==> config.mk <==
export PLATFORM = sky130hd
export DESIGN_NAME = gen_rr_arb_top
export DESIGN_NICKNAME = d
export VERILOG_FILES = /design/src/rtl/gen_rr_arb_top.sv
export SDC_FILE = /design/constraint.sdc
export NUM_CORES = 1
export LEC_CHECK = 0
export ABC_AREA = 1
export CAP_MARGIN = 20
export CORE_MARGIN = 4
export CORE_UTILIZATION = 41
export DETAILED_ROUTE_END_ITERATION = 7
export DONT_BUFFER_PORTS = 1
export PLACE_DENSITY = 0.55
export SYNTH_ARGS = -nofsm -noshare
export SYNTH_HDL_FRONTEND = slang
export SYNTH_SLANG_ARGS = --single-unit
export TNS_END_PERCENT = 50
==> constraint.sdc <==
create_clock -name clk -period 4.8 [get_ports clk]
set_clock_uncertainty 0.1 [all_clocks]
set_input_delay 0.96 -clock clk [delete_from_list [all_inputs] [get_ports clk]]
set_output_delay 0.96 -clock clk [all_outputs]
set_load 0.005 [all_outputs]
==> src/rtl/gen_rr_arb_top.sv <==
// Round-robin arbiter with grant lock and optional hold timeout.
// Produces a registered encoded grant index plus valid and timeout pulse.
module gen_rr_arb_top #(
  parameter int REQ_N    = 4,
  parameter int MAX_HOLD = 0,
  localparam int IDX_W   = $clog2(REQ_N),
  localparam int HOLD_W  = (MAX_HOLD > 0) ? $clog2(MAX_HOLD + 1) : 1
) (
  input  logic             clk,
  input  logic             rst,
  input  logic [REQ_N-1:0] req,
  input  logic             rel,
  output logic [IDX_W-1:0] gnt_idx,
  output logic             gnt_vld,
  output logic             gnt_tout
);

  localparam int unsigned N = REQ_N;
  localparam logic [IDX_W-1:0]  LAST_IDX  = IDX_W'(REQ_N - 1);
  localparam logic [HOLD_W-1:0] HOLD_LAST = HOLD_W'((MAX_HOLD > 0) ? MAX_HOLD - 1 : 0);

  typedef enum logic {IDLE, GRANT} state_t;

  state_t            state, next_state;
  logic [IDX_W-1:0]  ptr, next_ptr, next_idx, rel_ptr;
  logic [HOLD_W-1:0] hold_cnt, next_hold;
  logic              next_vld, next_tout, any_req, timeout;

  // First set request at or after start, wrapping at REQ_N rather than 2**IDX_W.
  function automatic logic [IDX_W-1:0] pick(input logic [REQ_N-1:0] r,
                                            input logic [IDX_W-1:0] start);
    logic        found;
    int unsigned i;
    pick  = start;
    found = 1'b0;
    for (int unsigned off = 0; off < N; off++) begin
      i = 32'(start) + off;
      if (i >= N) i = i - N;
      if (!found && r[IDX_W'(i)]) begin
        pick  = IDX_W'(i);
        found = 1'b1;
      end
    end
  endfunction

  assign any_req = |req;
  assign timeout = (MAX_HOLD > 0) && (hold_cnt == HOLD_LAST);
  assign rel_ptr = (gnt_idx == LAST_IDX) ? '0 : gnt_idx + 1'b1;

  always_comb begin
    next_state = state;
    next_ptr   = ptr;
    next_idx   = gnt_idx;
    next_vld   = gnt_vld;
    next_tout  = 1'b0;
    next_hold  = hold_cnt;
    case (state)
      IDLE: begin
        next_vld = 1'b0;
        if (any_req) begin
          next_idx   = pick(req, ptr);
          next_vld   = 1'b1;
          next_hold  = '0;
          next_state = GRANT;
        end
      end
      GRANT: begin
        if (rel || timeout) begin
          // Re-arbitrate in the release cycle so back-to-back grants have no bubble.
          next_ptr  = rel_ptr;
          next_hold = '0;
          next_tout = !rel;
          if (any_req) begin
            next_idx = pick(req, rel_ptr);
          end else begin
            next_vld   = 1'b0;
            next_state = IDLE;
          end
        end else if (hold_cnt != '1) begin
          next_hold = hold_cnt + 1'b1;
        end
      end
      default: next_state = IDLE;
    endcase
  end

  always_ff @(posedge clk) begin
    if (rst) begin
      state    <= IDLE;
      ptr      <= '0;
      hold_cnt <= '0;
      gnt_idx  <= '0;
      gnt_vld  <= 1'b0;
      gnt_tout <= 1'b0;
    end else begin
      state    <= next_state;
      ptr      <= next_ptr;
      hold_cnt <= next_hold;
      gnt_idx  <= next_idx;
      gnt_vld  <= next_vld;
      gnt_tout <= next_tout;
    end
  end

endmodule

== Word level (Yosys, flattened, before mapping) ==
Index checks and enable logic that the tools add are counted.
Word-level totals
  bits in registers: 7
  bits in latches: 0
  memory bits (writable): 0
  memory bits (read-only): 0
  bits of input ports: 7
  word-level logic and storage cells: 145
  memories: 0
Cells by class
  add/sub/neg operators: 15
  $mul: 0
  div/mod/pow operators: 0
  $lt $le $gt $ge: 16
  equal/unequal tests: 5
  shift operators: 0
  mux-type cells: 84
  bitwise operators: 2
  reductions and logical operators: 18
Operators with widths (count)
  $mux 2: 40
  $mux 1: 33
  $lt 2x3->1 const B: 8
  $ge 3x3->1 const B: 6
  $bmux 1 s2: 8
  $sub 2x1->2 const B: 8
  $add 2x2->3 const B: 4
  $logic_not 1->1: 7
  $add 2x1->3 const B: 2
  $ge 2x3->1 const B: 2
  $logic_and 1x1->1: 6
  $ne 2x2->1 const B: 3
  $pmux 1 s2: 2
  $pmux 2 s2: 1
  $reduce_and 2->1: 2
  $reduce_or 4->1: 1
  $reduce_and 3->1: 1
  $reduce_or 3->1: 1
  $add 2x1->2 const B: 1
  $eq 2x2->1 const B: 1
  $ne 2x1->1 const B: 1
  $not 1->1: 2

== Logic depth before layout (Yosys ltp) ==
  word-level depth: 31
  gate-level depth with buffers: 14
  depth with buffers taken out: 14

== Least setup slack after synthesis ==
Ideal clock, no wire load.
  kind: input port to flip-flop
  start: in req[1]
  end: reg gnt_idx[1]
  library setup time: 0.122 ns
  arrival time: 1.747 ns
  path slack: 2.831 ns
  stages: 11
  buffers on the path: 0
  path through: inv_1 -> o21ai_1 -> nand2_4 -> nand2_4 -> nand3_1 -> nand2_1 -> nand2_1 -> nand3_1 -> nand3_1 -> nand2_1 -> a21oi_2
On the way
  longest elaborated chain between the ends: 24
  elaborated cells between the ends (all ways): 65
Ends and longest elaborated chain
  start: declaration: line 11  | input logic [REQ_N-1:0] req,
  $bmux 1 s2: line 39  | if (!found && r[IDX_W'(i)]) begin
  $mux 1 (not written as such): line 39
  $mux 1: line 39
  $mux 1: line 73  | if (any_req) begin
  $mux 1: line 68  | if (rel || timeout) begin
  $mux 1: line 57  | case (state)
  $logic_not 1->1: line 39
  $logic_and 1x1->1: line 39
  [... 8 more ...]
  $mux 1: line 68
  $mux 1: line 57
  $logic_not 1->1: line 39
  $logic_and 1x1->1: line 39
  $mux 2: line 39
  $mux 2: line 73
  $mux 2: line 68
  $pmux 2 s2: line 57
  end signal: assignment: line 99  | gnt_idx <= next_idx;
  end: declaration: line 13  | output logic [IDX_W-1:0] gnt_idx,
Parallel ways exist; a longest one is shown, timed or not. The select of a mux whose other input is x is not followed.
A chain may end at the register's enable or synchronous reset.

== Final worst setup path ==
  start: reg gnt_idx[0]
  end: reg gnt_idx[1]
On the way
  longest elaborated chain between the ends: 31
  elaborated cells between the ends (all ways): 63
Ends and longest elaborated chain
  $add 2x1->2 / $eq 2x2->1 (equally long branches): line 48  | assign rel_ptr = (gnt_idx == LAST_IDX) ? '0 : gnt_idx + 1'b1;
  $mux 2 (*): line 48
  $ge 2x3->1 / $sub 2x1->2 (equally long branches): line 38  | if (i >= N) i = i - N;
  $mux 2: line 38
  $mux 2: line 73
  $mux 2: line 68
  $mux 2: line 57
  $bmux 1 s2: line 39
  [... 15 more ...]
  $mux 1: line 68
  $mux 1: line 57
  $logic_not 1->1: line 39
  $logic_and 1x1->1: line 39
  $mux 2 (*): line 39
  $mux 2 (*): line 73
  $mux 2 (*): line 68
  $pmux 2 s2 (*): line 57
Every way passes the cells marked *; elsewhere a longest branch is shown, timed or not. The select of a mux whose other input is x is not followed.

==> results by group <==
Detailed routing
  • Residual DRC count: 0
  • Routed vias: just under 900
  • Post-Route WL: 1940 um
  • Routed Antenna Nets: 0
  • DR iter-0 viols: 14
  • Pre-Repair DR Iteration Count: 4
  • Wirelength per Cell: approximately 11 um
  • Number of vias per cell: about 5

Timing
  • Fmax achieved: ~480 MHz
  • RSZ-0062 raised after global routing: false
  • Min Tclk post-route: between 2 and 2.5 ns
  • Worst Tran Pin Value: 0.517 ns
  • TNS Setup: 0 ns
  • Max Transition Viols Final: 0
  • Final period util: 43.5%
  • Final hold violation count: 0
  • Slew HR: 65.5%
  • Worst hold margin: 0.407 ns
  • # setup viols final: 0

Global routing
  • Pin count of the biggest net entering global routing: 13
  • Vias in the first global route: 781
  • Antenna violations before repair: 0
  • Global-route wire length before repair: between 3000 and 4000 um
  • GRT overflow: 0
  • Total track usage: 15.3%

Critical path
  • Worst Setup SP: gnt_idx[0]
  • CP startpoint kind: flip-flop
  • Worst r2r dst: gnt_idx[1]
  • CP peak stage delay: 0.42 ns
  • CP arrival: 2.12 ns
  • Crit path max-delay cell type: nor2_2
  • R2r worst-path depth: 13
  • Crit-path most repeated cell: nand2_1
  • Worst-path cell chain: ha_1 -> nor2_2 -> nand2_1 -> nand2_2 -> nand2_2 -> nand2_4 -> nand3_2 -> nand2_1 -> nand2_1 -> nand3_1 -> nand2_1 -> nand2_1 -> a21oi_2
  • Critical setup path kind: reg2reg
  • Worst R2R Setup Slack: 2.71 ns
  • RR Startpoint: gnt_idx[0]
  • Required time worst endpoint: 4.84 ns
  • Critical Path Fanout Max: 11
  • Worst setup EP type: flip-flop
  • Crit-path leading delay family: simple AND/OR/NAND/NOR gates
  • Bufs and invs on worst path: 0

Synth
  • Sequential area share after synthesis: 16.1%
  • Async SR Flop Fraction: 0%
  • Synth top area share: 26.7%
  • Area contributors post-synth: nand2_1, dfxtp_1, nand2_2
  • Avg Inst Size Synth: between 5 and 6 um^2
  • Syn_nets: 162
  • Synth Cell Area: slightly below 900 um^2
  • EDFF count, synth: 0
  • FF+latch count, synth: 7
  • Synth warnings: 0
  • Gate Count Post-Synth: 154
  • Post-synth top area cell: nand2_1
  • Most instantiated cells after synthesis: nand2_1, nand2_2, nand3_1
  • Most common cell in the netlist: nand2_1
  • Top_reg_cell synth: dfxtp_1
  • Yosys cell types: 22

Placed design
  • Buffers on Ports: 0
  • GPL Wtd Cong: 0.835
  • Detail Placement HPWL: 1550 um
  • Placed cell area: 886 um^2

CTS
  • PostCTS Resize Cnt: 0
  • Worst-case clock buffer depth: 2
  • Root buffer cell: clkbuf_4
  • Clock transition at the registers of the reported paths: 0.05 ns
  • CTS Buf Count: 3
  • H-tree levels: 1
  • Num Clock Sinks: 7
  • Hold buffer count at cts: 0
  • Worst skew pair latency: 0.25 ns
  • Post-CTS Setup Inserts: 0
  • CTS tree: yes

Final layout
  • Share of layout cells above drive strength 1: 23.1%
  • Fillers: 219
  • Final nets: 165
  • Area added between synthesis and finish: 4.74%
  • Antenna cell count: 0
  • Finished Cell Area: 912 um^2
  • Final core occ: 46.0%

Die
  • IO Pins: 11
  • Initial Util: 43.9%
  • Die ar.: 2930 um^2
  • Die Height: 54.1 um
  • Die width: around 54 um
  • Core ar.: 1980 um^2
  • Site Rows: 16

Pwr
  • Peak VDD IR: roughly 0.00024 V
  • PD cells: roughly 370 nW/um^2
  • P_leak: around 0.00049 uW

Hold path
  • Hold crit path type: reg2reg
  • Min-delay src: gnt_vld
  • Hold Path Sink: gnt_vld
  • WHS Path Cells: 2

Run
  • Max-cap violations: 0

Run status
  • Outcome: completed
## tightest hold or removal path: stages (launching register included)
cell and delay, ns:
dfxtp_1 0.35, a21oi_1 0.05, nor2_1 0.07
## through the flow
stage	instances	setup WS, ns	total power, uW
floorplan	154	2.83	262
global placement	179	2.66	290
detailed placement	179	2.70	290
CTS	183	2.70	343
global route	183	2.53	378
finish	183	2.71	340
## sequential cells by signal (all words and copies together) (netlist names)
register and flops:
gnt_idx 2, gnt_tout 1, gnt_vld 1, ptr 2
state 1
## report_power, final
part           internal, uW  switching, uW  total, uW
clock network          31.6           20.1       51.8
registers              64.8           9.72       74.5
logic                  74.1            140        214
## cells by family after synthesis
family | share of synthesized area [%]
AOI/OAI and AO/OA | 11.8
adders and majority gates | 1.44
buffers and inverters | 9.91
DFF | 16.1
other | 0.431
and+or+nand+nor | 60.3
## layer usage
metal  wire [um]  up-vias  GRT usage (%)
li1            -      489              -
met1         970      384           21.8
met2         844       18           23.0
met3         109        2           2.77
met4          12        0           4.98
met5           0        -              0
## how the worst max path moves through the flow
stage,to,slack [ns],cells after the start
2_1_floorplan,gnt_idx[1],2.83,11
3_3_place_gp,gnt_idx[0],2.66,4
3_5_place_dp,gnt_idx[1],2.70,11
4_1_cts,gnt_idx[1],2.70,13
5_1_grt,gnt_idx[0],2.53,12
6_report,gnt_idx[1],2.71,13
## final cells by class
type,count,area [um^2],area share (%)
multi-input cells,127,644,70.6
flip-flops and latches,7,140,15.4
clock buffers,4,26.3,2.88
inverters,18,67.6,7.41
well taps,27,33.8,3.70
## placed cells by master (no fill, tap or decap)
| cell | n |
|---|---|
| nand2_1 | 62 |
| nand2_2 | 17 |
| nand3_1 | 16 |
| inv_1 | 13 |
| dfxtp_1 | 7 |
| o21ai_0 | 6 |
| inv_2 | 5 |
| a21oi_1 | 4 |
| o21ai_1 | 4 |
| nand2_4 | 4 |
| nor2_1 | 3 |
| clkbuf_4 | 3 |
| nor2_2 | 2 |
| nand3_2 | 2 |
| a21oi_4 | 1 |
| nor4_1 | 1 |
| a21boi_1 | 1 |
| nor2_4 | 1 |
| a21oi_2 | 1 |
| ha_1 | 1 |
| clkbuf_1 | 1 |
| conb_1 | 1 |
(Power assumes the default switching activity.)
